===== config.mk =====
export PLATFORM = sky130hd
export DESIGN_NAME = stream_mux_rr
export DESIGN_NICKNAME = d
export VERILOG_FILES = /design/src/rtl/stream_mux_rr_pkg.sv /design/src/rtl/stream_mux_rr_arbiter.sv /design/src/rtl/stream_mux_rr.sv
export SDC_FILE = /design/constraint.sdc
export NUM_CORES = 1
export LEC_CHECK = 0
export ABC_AREA = 1
export CORE_MARGIN = 2
export CORE_UTILIZATION = 30
export DETAILED_ROUTE_END_ITERATION = 16
export SETUP_SLACK_MARGIN = 0.02
export SLEW_MARGIN = 25
export SYNTH_ARGS = -nofsm -noshare
export SYNTH_HDL_FRONTEND = slang
export SYNTH_SLANG_ARGS = --single-unit

===== constraint.sdc =====
create_clock -name clk -period 2.6 [get_ports clk]
set_clock_uncertainty 0.15 [all_clocks]
set_input_delay 0.39 -clock clk [delete_from_list [all_inputs] [get_ports clk]]
set_output_delay 0.39 -clock clk [all_outputs]
set_load 0.01 [all_outputs]

===== src/rtl/stream_mux_rr_pkg.sv =====
`default_nettype none
// ============================================================================
// Module      : stream_mux_rr_pkg
// Description : Shared types for the round-robin stream multiplexer.
// Revision    : 1.0 - initial release
// ============================================================================
package stream_mux_rr_pkg;

    // Arbitration state. LOCKED is only ever entered when packet locking is enabled.
    typedef enum logic {
        ST_IDLE   = 1'b0,
        ST_LOCKED = 1'b1
    } mux_state_t;

endpackage : stream_mux_rr_pkg
`default_nettype wire


===== src/rtl/stream_mux_rr_arbiter.sv =====
`default_nettype none
// ============================================================================
// Module      : rr_arbiter
// Description : Combinational round-robin arbiter. Searches the request
//               vector starting one past the previous grant, wrapping
//               through a double-width copy of the requests.
// Revision    : 1.0 - initial release
// ============================================================================
module rr_arbiter #(
    parameter int N_CH  = 4,
    parameter int SEL_W = $clog2(N_CH)
) (
    input  logic [N_CH-1:0]  req,
    input  logic [SEL_W-1:0] last_grant,
    output logic [N_CH-1:0]  grant,
    output logic [SEL_W-1:0] grant_idx
);

    logic [2*N_CH-1:0] w_req_dbl;
    logic [SEL_W:0]    w_pos;
    logic              w_found;

    // First requester after last_grant wins; the doubled vector removes the wrap special case.
    always_comb begin
        grant     = '0;
        grant_idx = '0;
        w_found   = 1'b0;
        w_pos     = '0;
        w_req_dbl = {req, req};
        for (int k = 1; k <= N_CH; k++) begin
            w_pos = {1'b0, last_grant} + (SEL_W+1)'(k);
            if (!w_found && w_req_dbl[w_pos]) begin
                w_found = 1'b1;
                if (w_pos >= (SEL_W+1)'(N_CH)) begin
                    grant_idx = SEL_W'(w_pos - (SEL_W+1)'(N_CH));
                end else begin
                    grant_idx = SEL_W'(w_pos);
                end
            end
        end
        if (w_found) begin
            grant[grant_idx] = 1'b1;
        end
    end

endmodule : rr_arbiter
`default_nettype wire


===== src/rtl/stream_mux_rr.sv =====
`default_nettype none
// ============================================================================
// Module      : stream_mux_rr
// Description : N-channel valid/ready stream multiplexer with round-robin
//               arbitration, optional packet locking and a single registered
//               output stage.
// Revision    : 1.0 - initial release
// ============================================================================
module stream_mux_rr
    import stream_mux_rr_pkg::*;
#(
    parameter  int N_CH         = 4,
    parameter  int WIDTH        = 8,
    parameter  int LOCK_ON_LAST = 1,
    localparam int SEL_W        = $clog2(N_CH)
) (
    input  logic                  clk,
    input  logic                  rst,
    input  logic [N_CH-1:0]       in_valid,
    input  logic [N_CH*WIDTH-1:0] in_data,
    input  logic [N_CH-1:0]       in_last,
    output logic [N_CH-1:0]       in_ready,
    output logic                  out_valid,
    output logic [WIDTH-1:0]      out_data,
    output logic                  out_last,
    output logic [SEL_W-1:0]      out_sel,
    input  logic                  out_ready,
    output logic                  busy
);

    mux_state_t       r_state;
    mux_state_t       w_state_nxt;
    logic [SEL_W-1:0] r_lock_ch;
    logic [SEL_W-1:0] r_last_grant;

    logic [N_CH-1:0]  w_arb_grant;
    logic [SEL_W-1:0] w_arb_idx;
    logic [N_CH-1:0]  w_grant;
    logic [SEL_W-1:0] w_idx;
    logic             w_load_en;
    logic             w_accept;
    logic [WIDTH-1:0] w_sel_data;
    logic             w_sel_last;

    rr_arbiter #(
        .N_CH  (N_CH),
        .SEL_W (SEL_W)
    ) u_arb (
        .req        (in_valid),
        .last_grant (r_last_grant),
        .grant      (w_arb_grant),
        .grant_idx  (w_arb_idx)
    );

    // Output stage can take a new beat when empty or being drained this cycle.
    assign w_load_en = !out_valid || out_ready;
    assign in_ready  = w_grant & {N_CH{w_load_en}};
    assign w_accept  = |(in_valid & in_ready);
    assign busy      = (r_state == ST_LOCKED);

    // While locked the grant is pinned to the owning channel, valid or not, so nothing interleaves.
    always_comb begin
        w_grant = w_arb_grant;
        w_idx   = w_arb_idx;
        if (r_state == ST_LOCKED) begin
            w_grant           = '0;
            w_grant[r_lock_ch] = 1'b1;
            w_idx             = r_lock_ch;
        end
    end

    // Pick the granted channel's payload.
    always_comb begin
        w_sel_data = '0;
        w_sel_last = 1'b0;
        for (int i = 0; i < N_CH; i++) begin
            if (SEL_W'(i) == w_idx) begin
                w_sel_data = in_data[i*WIDTH +: WIDTH];
                w_sel_last = in_last[i];
            end
        end
    end

    // Next-state: lock on a non-final beat, unlock when the owner's final beat is taken.
    always_comb begin
        w_state_nxt = r_state;
        if (r_state == ST_IDLE) begin
            if ((LOCK_ON_LAST != 0) && w_accept && !w_sel_last) begin
                w_state_nxt = ST_LOCKED;
            end
        end else begin
            if (w_accept && w_sel_last) begin
                w_state_nxt = ST_IDLE;
            end
        end
    end

    // State register and lock owner capture.
    always_ff @(posedge clk or posedge rst) begin
        if (rst) begin
            r_state   <= ST_IDLE;
            r_lock_ch <= '0;
        end else begin
            r_state <= w_state_nxt;
            if ((r_state == ST_IDLE) && w_accept) begin
                r_lock_ch <= w_idx;
            end
        end
    end

    // Output register; last_grant starts at the top channel so ch0 wins first after reset.
    always_ff @(posedge clk or posedge rst) begin
        if (rst) begin
            out_valid    <= 1'b0;
            out_data     <= '0;
            out_last     <= 1'b0;
            out_sel      <= '0;
            r_last_grant <= SEL_W'(N_CH - 1);
        end else if (w_load_en) begin
            out_valid <= w_accept;
            if (w_accept) begin
                out_data     <= w_sel_data;
                out_last     <= w_sel_last;
                out_sel      <= w_idx;
                r_last_grant <= w_idx;
            end
        end
    end

endmodule : stream_mux_rr
`default_nettype wire


==> out/results.ini <==
[place]
post-place-ws_ps = -288.8
portBuffers = 59
placed_cell_area_mm2 = 0.002210
hpwl_um = 3166
gp_congestion = 0.8420

[finish]
diodes = 0
area.growth.synth_to_final_pct = 82.91
nNetsFinal = 349
fillers = 437
final_layout_size_suffix_gt1_share_pct = 37.38
design_area_mm2 = 0.002517
utilization_pct = 57.42

[floorplan]
core_area_mm2 = 0.004384
die_w_um = 71.73
die_h_um = 71.73
io_pins = 60
initial_core_util_pct = 31.39
die-area_mm2 = 0.005145
num_rows = 24

[timing]
holdWs_ps = 322.9
worst_pin_slew_ps = 652.6
period_minus_slack_ps = 2578
final-setup-viol-count = 0
rsz0062_at_grt = true
slew_headroom_pct = 56.45
drv_slew = 0
fin_crit_sh_pct = 99.15
layout_setup_ws_ps = 22.10
timing.fmax_ghz = 0.3879
finalHoldViolCount = 0

[grt]
met1_usage_pct = 20.89
grt-ovfl-total = 0
grtUsageTotal_pct = 16.75
grt_pass1_wl_um = 6817
grt-busiest-layer = met2
met3_usage_pct = 4.501
antenna_found_initial = 0
grt.met2_usage_pct = 27.37
grt_pass1_vias = 1524
grt_start_max_net_pins = 18

[drt]
wire_per_inst_um = 12.37
drc = 0
drt-vias-per-instance = 4.622
drt_iter0_drc = 27
vias = 1650
drt-pass1-iter-count = 4
ant_nets = 0
finalWirelength_um = 4417

[clocking]
cts.reportedPaths.clkPinSlew_ps = 70
insertion_delay_ps = 260
cts_buffers = 3
cts_root_buf = clkbuf_8
cts_sinks = 17
cts_tree = built
clockBufferDepth = 2
postCtsHoldBufs = 0
cts.htree.levels = 1

[run]
drv_cap = 0

[setup_path]
arrival_ps = 2040
crit_path_end_kind = output port
start_kind = flip-flop
crit_fanout = 8
critPathKind = flip-flop to output port
critPathRequiredTime_ps = 2060

[synthesis]
syn_inst = 208
yosys_warnings = 0
ys_seq_elements = 17
syn_nets = 251
yosysUniqueCellTypes = 23
synthesis.area_mm2 = 0.001376
ys_seq_area_share_pct = 31.09
synth_area_per_cell_um2 = 6.617

[pwr]
switching_share_pct = 49.52
p_int_mw = 2.080
leakage_nw = 1.240
p_switching_mw = 2.040
power_density_mw_per_mm2 = 1636
seqPwrFrac_pct = 12.8
pwr-share-clk_pct = 5.0
vdd_drop_max_v = 0.0005711
fin_total_pwr_mw = 4.120
p_comb_share_pct = 82.3

[hold_path]
hp-class = flip-flop to flip-flop

[status]
outcome = finished clean

-- synthesized netlist by cell type (all sizes together) --
| cell | n | share of area (%) |
|---|---|---|
| dfrtp | 15 | 27 |
| buf | 3 | 2.7 |
| dfstp | 2 | 3.8 |
| nor3 | 1 | 0.36 |
| inv | 19 | 5.7 |
| a21oi | 3 | 1.1 |
| nor2 | 5 | 2.8 |
| and3 | 1 | 0.45 |
| nand4 | 11 | 5.0 |
| nand2 | 118 | 38 |
| or2 | 2 | 0.91 |
| o21ai | 5 | 1.8 |
| nand3 | 22 | 9.8 |
| nand3b | 1 | 0.55 |
-- metrics by stage --
step	TNS (ps)	std cells
detailed placement	-1612	343
global route	-232.2	357
floorplan	0	208
finish	0	357
global placement	-1336	343
CTS	0	352
-- kinds of logic (layout without fill, tap and decap cells) --
kind of cell           after synthesis  count (layout)  synth area share, %
AOI/OAI and AO/OA                    8               8                2.908
and+or+nand+nor                    161             162                57.54
buffers and inverters               22             118                8.454
DFF                                 17              17                31.09
-- critical path, stage by stage (launching register included) --
cell and delay, ps:
dfstp_2 630, inv_8 60, nand2_1 110, nand2_4 80, nand2_4 80, nand2_4 60, nor2_4 110, nand3b_1 90
nand2_2 100, buf_4 110, nand3_2 80, a21oi_2 130, buf_2 140
-- timing repair --
item / in CTS / in global routing
cloned: 0 / 1
hold endpoints to repair: 0 / 0
setup endpoints to repair: 4 / 20
pin swaps: 6 / 30
buffers inserted: 5 / 4
resized for setup: 20 / 50
-- power by group through the flow --
stage | Clock, mW | Sequential, mW | Combinational, mW
after floorplan | 0 | 0.544 | 1.72
after global placement | 0 | 0.534 | 2.85
after detailed placement | 0 | 0.533 | 2.86
after CTS | 0.204 | 0.522 | 2.95
after global routing | 0.223 | 0.546 | 3.70
final | 0.204 | 0.526 | 3.39
-- cell usage in the layout (no fill, tap or decap), types with 2 or more instances in the layout --
master           synthesis  routed
buf_2                    0       4
nor2_4                   2       3
or2_2                    2       2
dfrtp_1                 15      15
nand4_1                 11      11
clkbuf_8                 0       3
o21ai_0                  4       3
buf_6                    2       3
buf_4                    0      31
buf_12                   0       2
nand3_2                  5       7
nand3_4                  0       2
inv_2                    5       7
nand2_1                 98      79
clkdlybuf4s50_1          0      55
nand2_2                 15      21
nand2_4                  5      18
inv_1                   13      10
a21oi_2                  0       3
dfstp_2                  2       2
nand3_1                 17      13
-- flip-flops by register name, indices dropped and copies added (netlist names), named ones only --
| name | cells |
|---|---|
| out_valid | 1 |
| out_data | 8 |
| out_sel | 2 |
| r_last_grant | 2 |
| r_lock_ch | 2 |
| out_last | 1 |
-- worst paths after layout --
kind	from	to	slack, ps	cells after the start
worst min-delay path	out_sel[1]	out_sel[1]	320	2
min in group asynchronous	rst	out_data[1]	370	2
worst max register to register	r_last_grant[0]	out_last	120	18
max in group asynchronous	rst	r_lock_ch[1]	1510	2
worst max-delay path	r_last_grant[0]	in_ready[2]	20	12
worst min register to register	out_sel[1]	out_sel[1]	320	2
-- layer usage --
layer / part of all wire, % / up-vias
met5: 0 / -
met4: 2.2 / 0
met3: 7.0 / 12
met2: 48 / 60
met1: 43 / 716
li1: - / 862
-- layout make-up --
| cell class | count | area (µm²) | area share (%) |
|---|---|---|---|
| Multi-Input combinational cell | 170 | 1020 | 40.51 |
| Tap cell | 52 | 65.06 | 2.584 |
| Clock buffer | 3 | 41.29 | 1.640 |
| Sequential cell | 17 | 427.9 | 17.00 |
| Inverter | 19 | 81.33 | 3.231 |
| Timing Repair Buffer | 95 | 877.1 | 34.84 |
| Clock inverter | 1 | 5.005 | 0.1988 |
Note: power is estimated with default switching activity, not from simulation.
